<file path="config.mk">
export PLATFORM = sky130hd
export DESIGN_NAME = rect_writer
export DESIGN_NICKNAME = d
export VERILOG_FILES = /design/src/rtl/rect_writer.sv
export SDC_FILE = /design/constraint.sdc
export NUM_CORES = 1
export LEC_CHECK = 0
export ABC_AREA = 1
export CAP_MARGIN = 20
export CORE_ASPECT_RATIO = 0.7
export CORE_MARGIN = 4
export CORE_UTILIZATION = 50
export DETAILED_ROUTE_END_ITERATION = 12
export PLACE_DENSITY = 0.83
export REMOVE_ABC_BUFFERS = 1
export SETUP_SLACK_MARGIN = 0.4
export SLEW_MARGIN = 5
export SYNTH_ARGS = -nofsm -noshare
export SYNTH_HDL_FRONTEND = slang
export SYNTH_SLANG_ARGS = --single-unit
</file>
<file path="constraint.sdc">
create_clock -name clk -period 2.2 [get_ports clk]
set_input_delay 0.33 -clock clk [delete_from_list [all_inputs] [get_ports clk]]
set_output_delay 0.33 -clock clk [all_outputs]
set_load 0.005 [all_outputs]
</file>
<file path="src/rtl/rect_writer.sv">
// Rectangle / pixel writer for an 8-bit-per-pixel framebuffer behind a 32-bit memory port.
// Clears the screen after reset, then services pixel and clipped-rectangle fill requests.
module rect_writer #(
    parameter int unsigned SCREEN_W   = 256,
    parameter int unsigned SCREEN_H   = 192,
    parameter int unsigned MAX_BURST  = 32,
    parameter logic [13:0] GFX_PREFIX = 14'h0000
) (
    input  logic        clk,
    input  logic        rst,
    input  logic        calib_done,
    output logic        clear_done,
    output logic        ready,
    input  logic        req_en,
    input  logic        req_fill,
    input  logic [7:0]  req_rgb,
    input  logic [7:0]  req_x,
    input  logic [7:0]  req_y,
    input  logic [7:0]  req_w,
    input  logic [7:0]  req_h,
    output logic        mem_cmd_en,
    output logic [2:0]  mem_cmd_instr,
    output logic [5:0]  mem_cmd_bl,
    output logic [29:0] mem_cmd_byte_addr,
    input  logic        mem_cmd_full,
    output logic        mem_wr_en,
    output logic [3:0]  mem_wr_mask,
    output logic [31:0] mem_wr_data,
    input  logic        mem_wr_full
);

    localparam int unsigned COORD_W = 8;
    localparam int unsigned WORD_W  = 6;
    localparam int unsigned SUM_W   = COORD_W + 1;

    localparam logic [SUM_W-1:0]  X_MAX  = SUM_W'(SCREEN_W - 1);
    localparam logic [SUM_W-1:0]  Y_MAX  = SUM_W'(SCREEN_H - 1);
    localparam logic [WORD_W-1:0] BL_MAX = WORD_W'(MAX_BURST - 1);

    typedef enum logic [2:0] {
        IDLE,
        CLEAR_INIT,
        WR_DATA,
        WR_CMD,
        NEXT
    } state_t;

    state_t state, state_nxt;

    logic [7:0]        rgb_q;
    logic [WORD_W-1:0] first_w, last_w, cur_w, burst_w;
    logic [1:0]        x0_lane, x1_lane;
    logic [COORD_W-1:0] y_cur, y_last;
    logic              clearing;

    logic [SUM_W-1:0]   x_sum_c, y_sum_c;
    logic [COORD_W-1:0] x1_c, y1_c;
    logic               off_screen_c, accept_c;
    logic               row_done_c, last_row_c, burst_end_c;
    logic [3:0]         lo_mask_c, hi_mask_c;

    // Clipped far corner of the incoming request; 9-bit sums cannot wrap.
    always_comb begin
        x_sum_c      = {1'b0, req_x} + (req_fill ? {1'b0, req_w} : SUM_W'(0));
        y_sum_c      = {1'b0, req_y} + (req_fill ? {1'b0, req_h} : SUM_W'(0));
        x1_c         = (x_sum_c > X_MAX) ? X_MAX[COORD_W-1:0] : x_sum_c[COORD_W-1:0];
        y1_c         = (y_sum_c > Y_MAX) ? Y_MAX[COORD_W-1:0] : y_sum_c[COORD_W-1:0];
        off_screen_c = ({1'b0, req_x} > X_MAX) || ({1'b0, req_y} > Y_MAX);
    end

    assign accept_c    = req_en && ready;
    assign row_done_c  = (cur_w == last_w);
    assign last_row_c  = (y_cur == y_last);
    assign burst_end_c = row_done_c || (WORD_W'(cur_w - burst_w) == BL_MAX);

    // Edge masks: bytes left of the start lane on the first word, right of the end lane on the last.
    assign lo_mask_c = (4'b0001 << x0_lane) - 4'b0001;
    assign hi_mask_c = 4'b1110 << x1_lane;

    assign ready             = (state == IDLE) && clear_done && calib_done;
    assign mem_wr_en         = (state == WR_DATA) && calib_done && !mem_wr_full;
    assign mem_cmd_en        = (state == WR_CMD) && calib_done && !mem_cmd_full;
    assign mem_cmd_instr     = 3'b000;
    assign mem_cmd_bl        = WORD_W'(cur_w - burst_w);
    assign mem_cmd_byte_addr = {GFX_PREFIX, y_cur, burst_w, 2'b00};
    assign mem_wr_data       = {4{rgb_q}};
    assign mem_wr_mask       = ((cur_w == first_w) ? lo_mask_c : 4'b0000)
                             | ((cur_w == last_w)  ? hi_mask_c : 4'b0000);

    always_ff @(posedge clk or posedge rst) begin
        if (rst) begin
            state <= CLEAR_INIT;
        end else begin
            state <= state_nxt;
        end
    end

    // Every transition is gated by calib_done so a calibration drop freezes progress.
    always_comb begin
        state_nxt = state;
        case (state)
            IDLE: begin
                if (accept_c && !off_screen_c) begin
                    state_nxt = WR_DATA;
                end
            end
            CLEAR_INIT: begin
                if (calib_done) begin
                    state_nxt = WR_DATA;
                end
            end
            WR_DATA: begin
                if (mem_wr_en && burst_end_c) begin
                    state_nxt = WR_CMD;
                end
            end
            WR_CMD: begin
                if (mem_cmd_en) begin
                    state_nxt = NEXT;
                end
            end
            NEXT: begin
                if (calib_done) begin
                    state_nxt = (!row_done_c || !last_row_c) ? WR_DATA : IDLE;
                end
            end
            default: state_nxt = IDLE;
        endcase
    end

    always_ff @(posedge clk or posedge rst) begin
        if (rst) begin
            rgb_q      <= 8'h00;
            first_w    <= '0;
            last_w     <= '0;
            cur_w      <= '0;
            burst_w    <= '0;
            x0_lane    <= 2'd0;
            x1_lane    <= 2'd3;
            y_cur      <= '0;
            y_last     <= '0;
            clearing   <= 1'b0;
            clear_done <= 1'b0;
        end else begin
            case (state)
                IDLE: begin
                    if (accept_c) begin
                        rgb_q   <= req_rgb;
                        first_w <= req_x[7:2];
                        cur_w   <= req_x[7:2];
                        burst_w <= req_x[7:2];
                        x0_lane <= req_x[1:0];
                        last_w  <= x1_c[7:2];
                        x1_lane <= x1_c[1:0];
                        y_cur   <= req_y;
                        y_last  <= y1_c;
                    end
                end
                CLEAR_INIT: begin
                    if (calib_done) begin
                        rgb_q    <= 8'h00;
                        first_w  <= '0;
                        cur_w    <= '0;
                        burst_w  <= '0;
                        x0_lane  <= 2'd0;
                        last_w   <= X_MAX[7:2];
                        x1_lane  <= X_MAX[1:0];
                        y_cur    <= '0;
                        y_last   <= Y_MAX[COORD_W-1:0];
                        clearing <= 1'b1;
                    end
                end
                WR_DATA: begin
                    if (mem_wr_en && !burst_end_c) begin
                        cur_w <= cur_w + WORD_W'(1);
                    end
                end
                NEXT: begin
                    if (calib_done) begin
                        if (!row_done_c) begin
                            cur_w   <= cur_w + WORD_W'(1);
                            burst_w <= cur_w + WORD_W'(1);
                        end else if (!last_row_c) begin
                            y_cur   <= y_cur + COORD_W'(1);
                            cur_w   <= first_w;
                            burst_w <= first_w;
                        end else if (clearing) begin
                            clearing   <= 1'b0;
                            clear_done <= 1'b1;
                        end
                    end
                end
                default: ;
            endcase
        end
    end

endmodule

</file>
# After elaboration in Yosys (flattened, before gate mapping)
# Cells that the tools add are included.
# op_classes
mul	0
n_mux	47
n_shift	2
bitwise	1
add_sub_neg	6
div_mod_pow	0
n_reduce_logical	30
n_lt_le_gt_ge	3
n_eq_ne	19
# op_table
cell	count
$mux 8	12
$mux 6	8
$pmux 8 s2	2
$pmux 6 s2	2
$pmux 6 s4	1
$pmux 8 s3	1
$reduce_and 5->1	4
$add 8x8->9	2
$gt 9x8->1 const B	2
$pmux 6 s3	1
$mux 3	5
$pmux 3 s5	1
$ne 2x2->1 const B	7
$eq 6x6->1	2
$reduce_and 6->1	2
$logic_and 1x1->1	10
$mux 2	5
$add 8x1->8 const B	1
$eq 8x8->1	1
$gt 8x8->1 const B	1
$mux 4	2
$pmux 2 s2	2
$add 6x1->6 const B	1
$eq 3x2->1 const B	2
other kinds (19)	31
# totals
output_inout_bits	79
ff_bits	57
ramBits	0
latch_bits	0
in_bits	47
mem_bits_ro	0
memories	0

# Depth between registers and ports, before layout
# depth
word_depth	7
mapped_depth	17

# Worst setup path after synthesis
# No wires, ideal clock.
# synth_timing
kind	input port to flip-flop
from	in req_fill
to	reg y_last[1]
path_buffers	2
slack_ps	-179
t_arrival_ps	2259
cell_stages	14
setup_ps	120
cell_sequence	clkbuf_1 > clkbuf_1 > nand2_1 > inv_1 > ha_1 > fa_1 > nand3_1 > nand3_1 > nand2_1 > nor2_1 > a31oi_1 > nand3_1 > o21ai_0 > inv_1
# synth_between
elab_chain_cells	6
# synth_lines
element	line_no	rtl
start: declaration	15	input logic req_fill,
$mux 8 *	65	y_sum_c = {1'b0, req_y} + (req_fill ? {1'b0, req_h} : SUM_W'(0));
$add 8x8->9 *	65	
$gt 9x8->1	67	y1_c = (y_sum_c > Y_MAX) ? Y_MAX[COORD_W-1:0] : y_sum_c[COORD_W-1:0];
$mux 8 *	67	
$mux 8 *	147	if (accept_c) begin
$pmux 8 s2 *	145	case (state)
end signal: assignment	156	y_last <= y1_c;
end signal: assignment	169	y_last <= Y_MAX[COORD_W-1:0];
end: declaration	53	logic [COORD_W-1:0] y_cur, y_last;
# Every way passes the cells marked *; elsewhere a longest branch is shown, timed or not. The select of a mux whose other input is x is not followed.
# A chain may end at the register's enable or synchronous reset.

# Final worst setup path
# layout_timing
from	reg cur_w[3]
to	out mem_wr_mask[1]
# layout_between
elab_chain_cells	3
elab_cells_between_ends	5
cone_classes	2 x eq/ne; 2 x mux; 1 x bitwise
# layout_lines
element	line_no	rtl
start: declaration	51	logic [WORD_W-1:0] first_w, last_w, cur_w, burst_w;
start signal: assignment	150	cur_w <= req_x[7:2];
start signal: assignment	175	cur_w <= cur_w + WORD_W'(1);
start signal: assignment	181	cur_w <= cur_w + WORD_W'(1);
$eq 6x6->1 (on tied branches)	87, 88	
$mux 4 (on tied branches)	87, 88	
$or 4x4->4 *	88	| ((cur_w == last_w) ? hi_mask_c : 4'b0000);
end: declaration	27	output logic [3:0] mem_wr_mask,
# Every way passes the cells marked *; elsewhere a longest branch is shown, timed or not.

==> reports/metrics.yaml <==
logic_synthesis:
  synthTopCellsByArea: "dfrtp_1 (29%), nand2_1 (14%), nand3_1 (7.7%)"
  synthCells: 640
  synth-seq-cells: 57
  yosysWarnings: 0
  synth_top_cell_area_share: 0.293
  synth_edf_count: 0
  synth_cell_types: 44
  ys_seq_area_frac: 0.310
  syn_area_sq_um: 4620
  dominantRegCellSynth: "dfrtp_1"
  yosysTopAreaCell: "dfrtp_1"
  avgSynthCellArea_sq_um: 7.21
  ys_async_sr_fraction: 1.00
placement:
  gp_congestion: 0.892
  place_hpwl_mm: 10.4
  io_buffers: 106
floorplan:
  fp.coreArea_sq_um: 9030
  rows: 29
  die_area_sq_um: 10900
  die_x_microns: 123
  start_util: 0.511
  pin_count: 126
  die_h_microns: 88.4
route:
  wirelength_mm: 21.6
  ant_nets: 0
  drtIter0Drc: 797
  vias_per_cell: 6.22
  drc: 0
  wl_per_cell_microns: 22.7
  vias: 5923
  first_pass_iters: 9
power_and_ir_drop:
  peakVddDrop_uv: 810
  p_leak_nw: 3.85
  power_density_nw_per_um2: 1450
  total_power_mw: 11.3
worst_setup_path:
  critPathLaunchType: "flop"
  worstPathRequired_ns: 1.87
  worstSetupPathType: "reg -> out"
  critPathArrivalTime_ns: 1.98
  end_kind: "primary output"
  path_cells: "xnor2_1 -> nand2_1 -> nor2_4 -> nand2_2 -> or2_4 -> o21ai_1 -> buf_2"
  worstRegToRegCells: 16
  worst_path_max_delay_cell: "dfrtp_2"
  cp_max_fo: 5
  critPathMaxStageDelay_ns: 0.47
min_path:
  worstHoldPathType: "in -> async"
clock_network:
  path_clk_slew_ns: 0.06
  cts_tree: "done"
  clock_path_buffers: 2
  htree_levels: 3
  root_buffer: "clkbuf_16"
  cts_hold_buf: 0
  cts_made_buffers: 9
  cts.sinks: 57
  clock_latency_ns: 0.34
final_layout:
  diodes: 0
  nets: 896
  final_common_cell: "nand2_1"
  layout_common_cells: "nand2_1 (99), clkdlybuf4s50_1 (73), buf_4 (68)"
  nFillCells: 373
  area_growth_pct: 69.2
  utilization: 0.865
  drive_gt1_frac: 0.426
sta:
  relSlewSlack: 0.617
  hold_viol: 0
  period_share: 1.05
  worstMarginPinSlew_ns: 0.572
  fin_skew_ns: 0.00773
  finalSetupViolCount: 13
  setup_slack_ns: -0.107
  fmax_mhz: 433
  rsz0062_at_grt: "true"
  slew_violations: 0
  fin_crit_ns: 2.31
grt:
  overflow: 0
  grt_pass1_wl_mm: 25.0
  grtUsageTotal: 0.294
  antenna_found_initial: 0
  grt_pass1_vias: 5274
  grt_max_degree: 58
flow_run:
  max_cap_viol_count: 0
outcome:
  status: "finished, violations left"
  violations: "setup timing"
[critical path: cells and delay by family (launching register included)]
kind	cells	cell delay [ns]
XOR/XNOR	1	0.24
AO/OA/AOI/OAI	1	0.14
AND/OR/NAND/NOR	4	0.65
buffers and inverters	1	0.13
flip-flops	1	0.47
[stage by stage]
| step | setup slack (ns) | setup TNS, ns | cell area, sq um | hold WS (ns) | instances |
|---|---|---|---|---|---|
| 6_report | -0.107 | -0.657 | 7810 | 0.394 | 952 |
| 5_1_grt | -0.164 | -1.90 | 7810 | 0.421 | 952 |
| 4_1_cts | -0.0102 | -0.0137 | 6890 | 0.418 | 937 |
| 3_5_place_dp | -0.425 | -6.13 | 5920 | 0.501 | 884 |
| 3_3_place_gp | -0.314 | -4.61 | 5920 | 0.484 | 884 |
| 2_1_floorplan | 0.132 | 0 | 4290 | 0.427 | 603 |
[final timing paths]
path	from	endpoint	slack, ns
min in group clk	req_x[3]	first_w[1]	0.41
max	cur_w[3]	mem_wr_mask[1]	-0.11
max in group asynchronous	rst	state[0]	1.47
min reg2reg	y_last[6]	y_last[6]	0.55
min	rst	rgb_q[0]	0.39
max reg2reg	cur_w[0]	cur_w[5]	-0.07
[flip-flops by register name, indices dropped and copies added (netlist names)]
name	flops
y_cur	8
burst_w	6
y_last	8
first_w	6
clearing	1
x1_lane	2
cur_w	6
last_w	6
clear_done	1
state	3
x0_lane	2
rgb_q	8
[layout make-up]
type | instances | area (sq um) | share of cell area
multi-input combinational | 456 | 3490 | 0.446
timing repair buffer | 207 | 2020 | 0.259
sequential | 57 | 1430 | 0.183
inverter | 91 | 387 | 0.0495
clock buffer | 9 | 225 | 0.0288
tap | 124 | 155 | 0.0199
clock inverter | 7 | 95.1 | 0.0122
timing repair inverter | 1 | 11.3 | 0.00144
[kinds of logic (layout without fill, tap and decap cells)]
logic type	after synthesis	in the layout	share of synthesized area
simple gates	308	309	0.299
buf+inv	146	315	0.162
compound gates	78	78	0.108
flops	57	57	0.310
fa+ha+maj	26	26	0.0753
xor+xnor	24	24	0.0455
other cells	1	19	0.000812
[cell usage after synthesis, types with 5 or more instances]
cell type,instances
nor3_1,5
xor2_1,12
o21ai_0,25
a21oi_1,18
a31oi_1,5
nand2_1,169
nand3_1,71
ha_1,23
o22ai_1,5
buf_4,44
xnor2_1,12
dfrtp_1,54
or2_2,5
inv_1,83
nor2_1,32
nand4_1,8
a22o_1,10
[routing by layer]
metal  track usage  up-vias  wire (microns)
li1              -     2381               -
met1         0.353     2712            7490
met2         0.509      633            9860
met3        0.0824      197            2590
met4         0.105        0            1700
met5             0        -               0
[timing repair]
item	4_1_cts	5_1_grt
setup buffers	34	15
resized for setup	160	219
pin swaps	40	94
hold endpoints to repair	0	0
cloned	3	0
endpoints found under the setup margin	54	53
[report_power, final]
| part | internal [mW] | leakage, nW | switching, mW |
|---|---|---|---|
| clock network | 0.991 | 0.155 | 0.564 |
| logic | 3.49 | 3.02 | 4.05 |
| registers | 1.55 | 0.675 | 0.676 |
No activity file was read; power rests on OpenSTA's default activity.
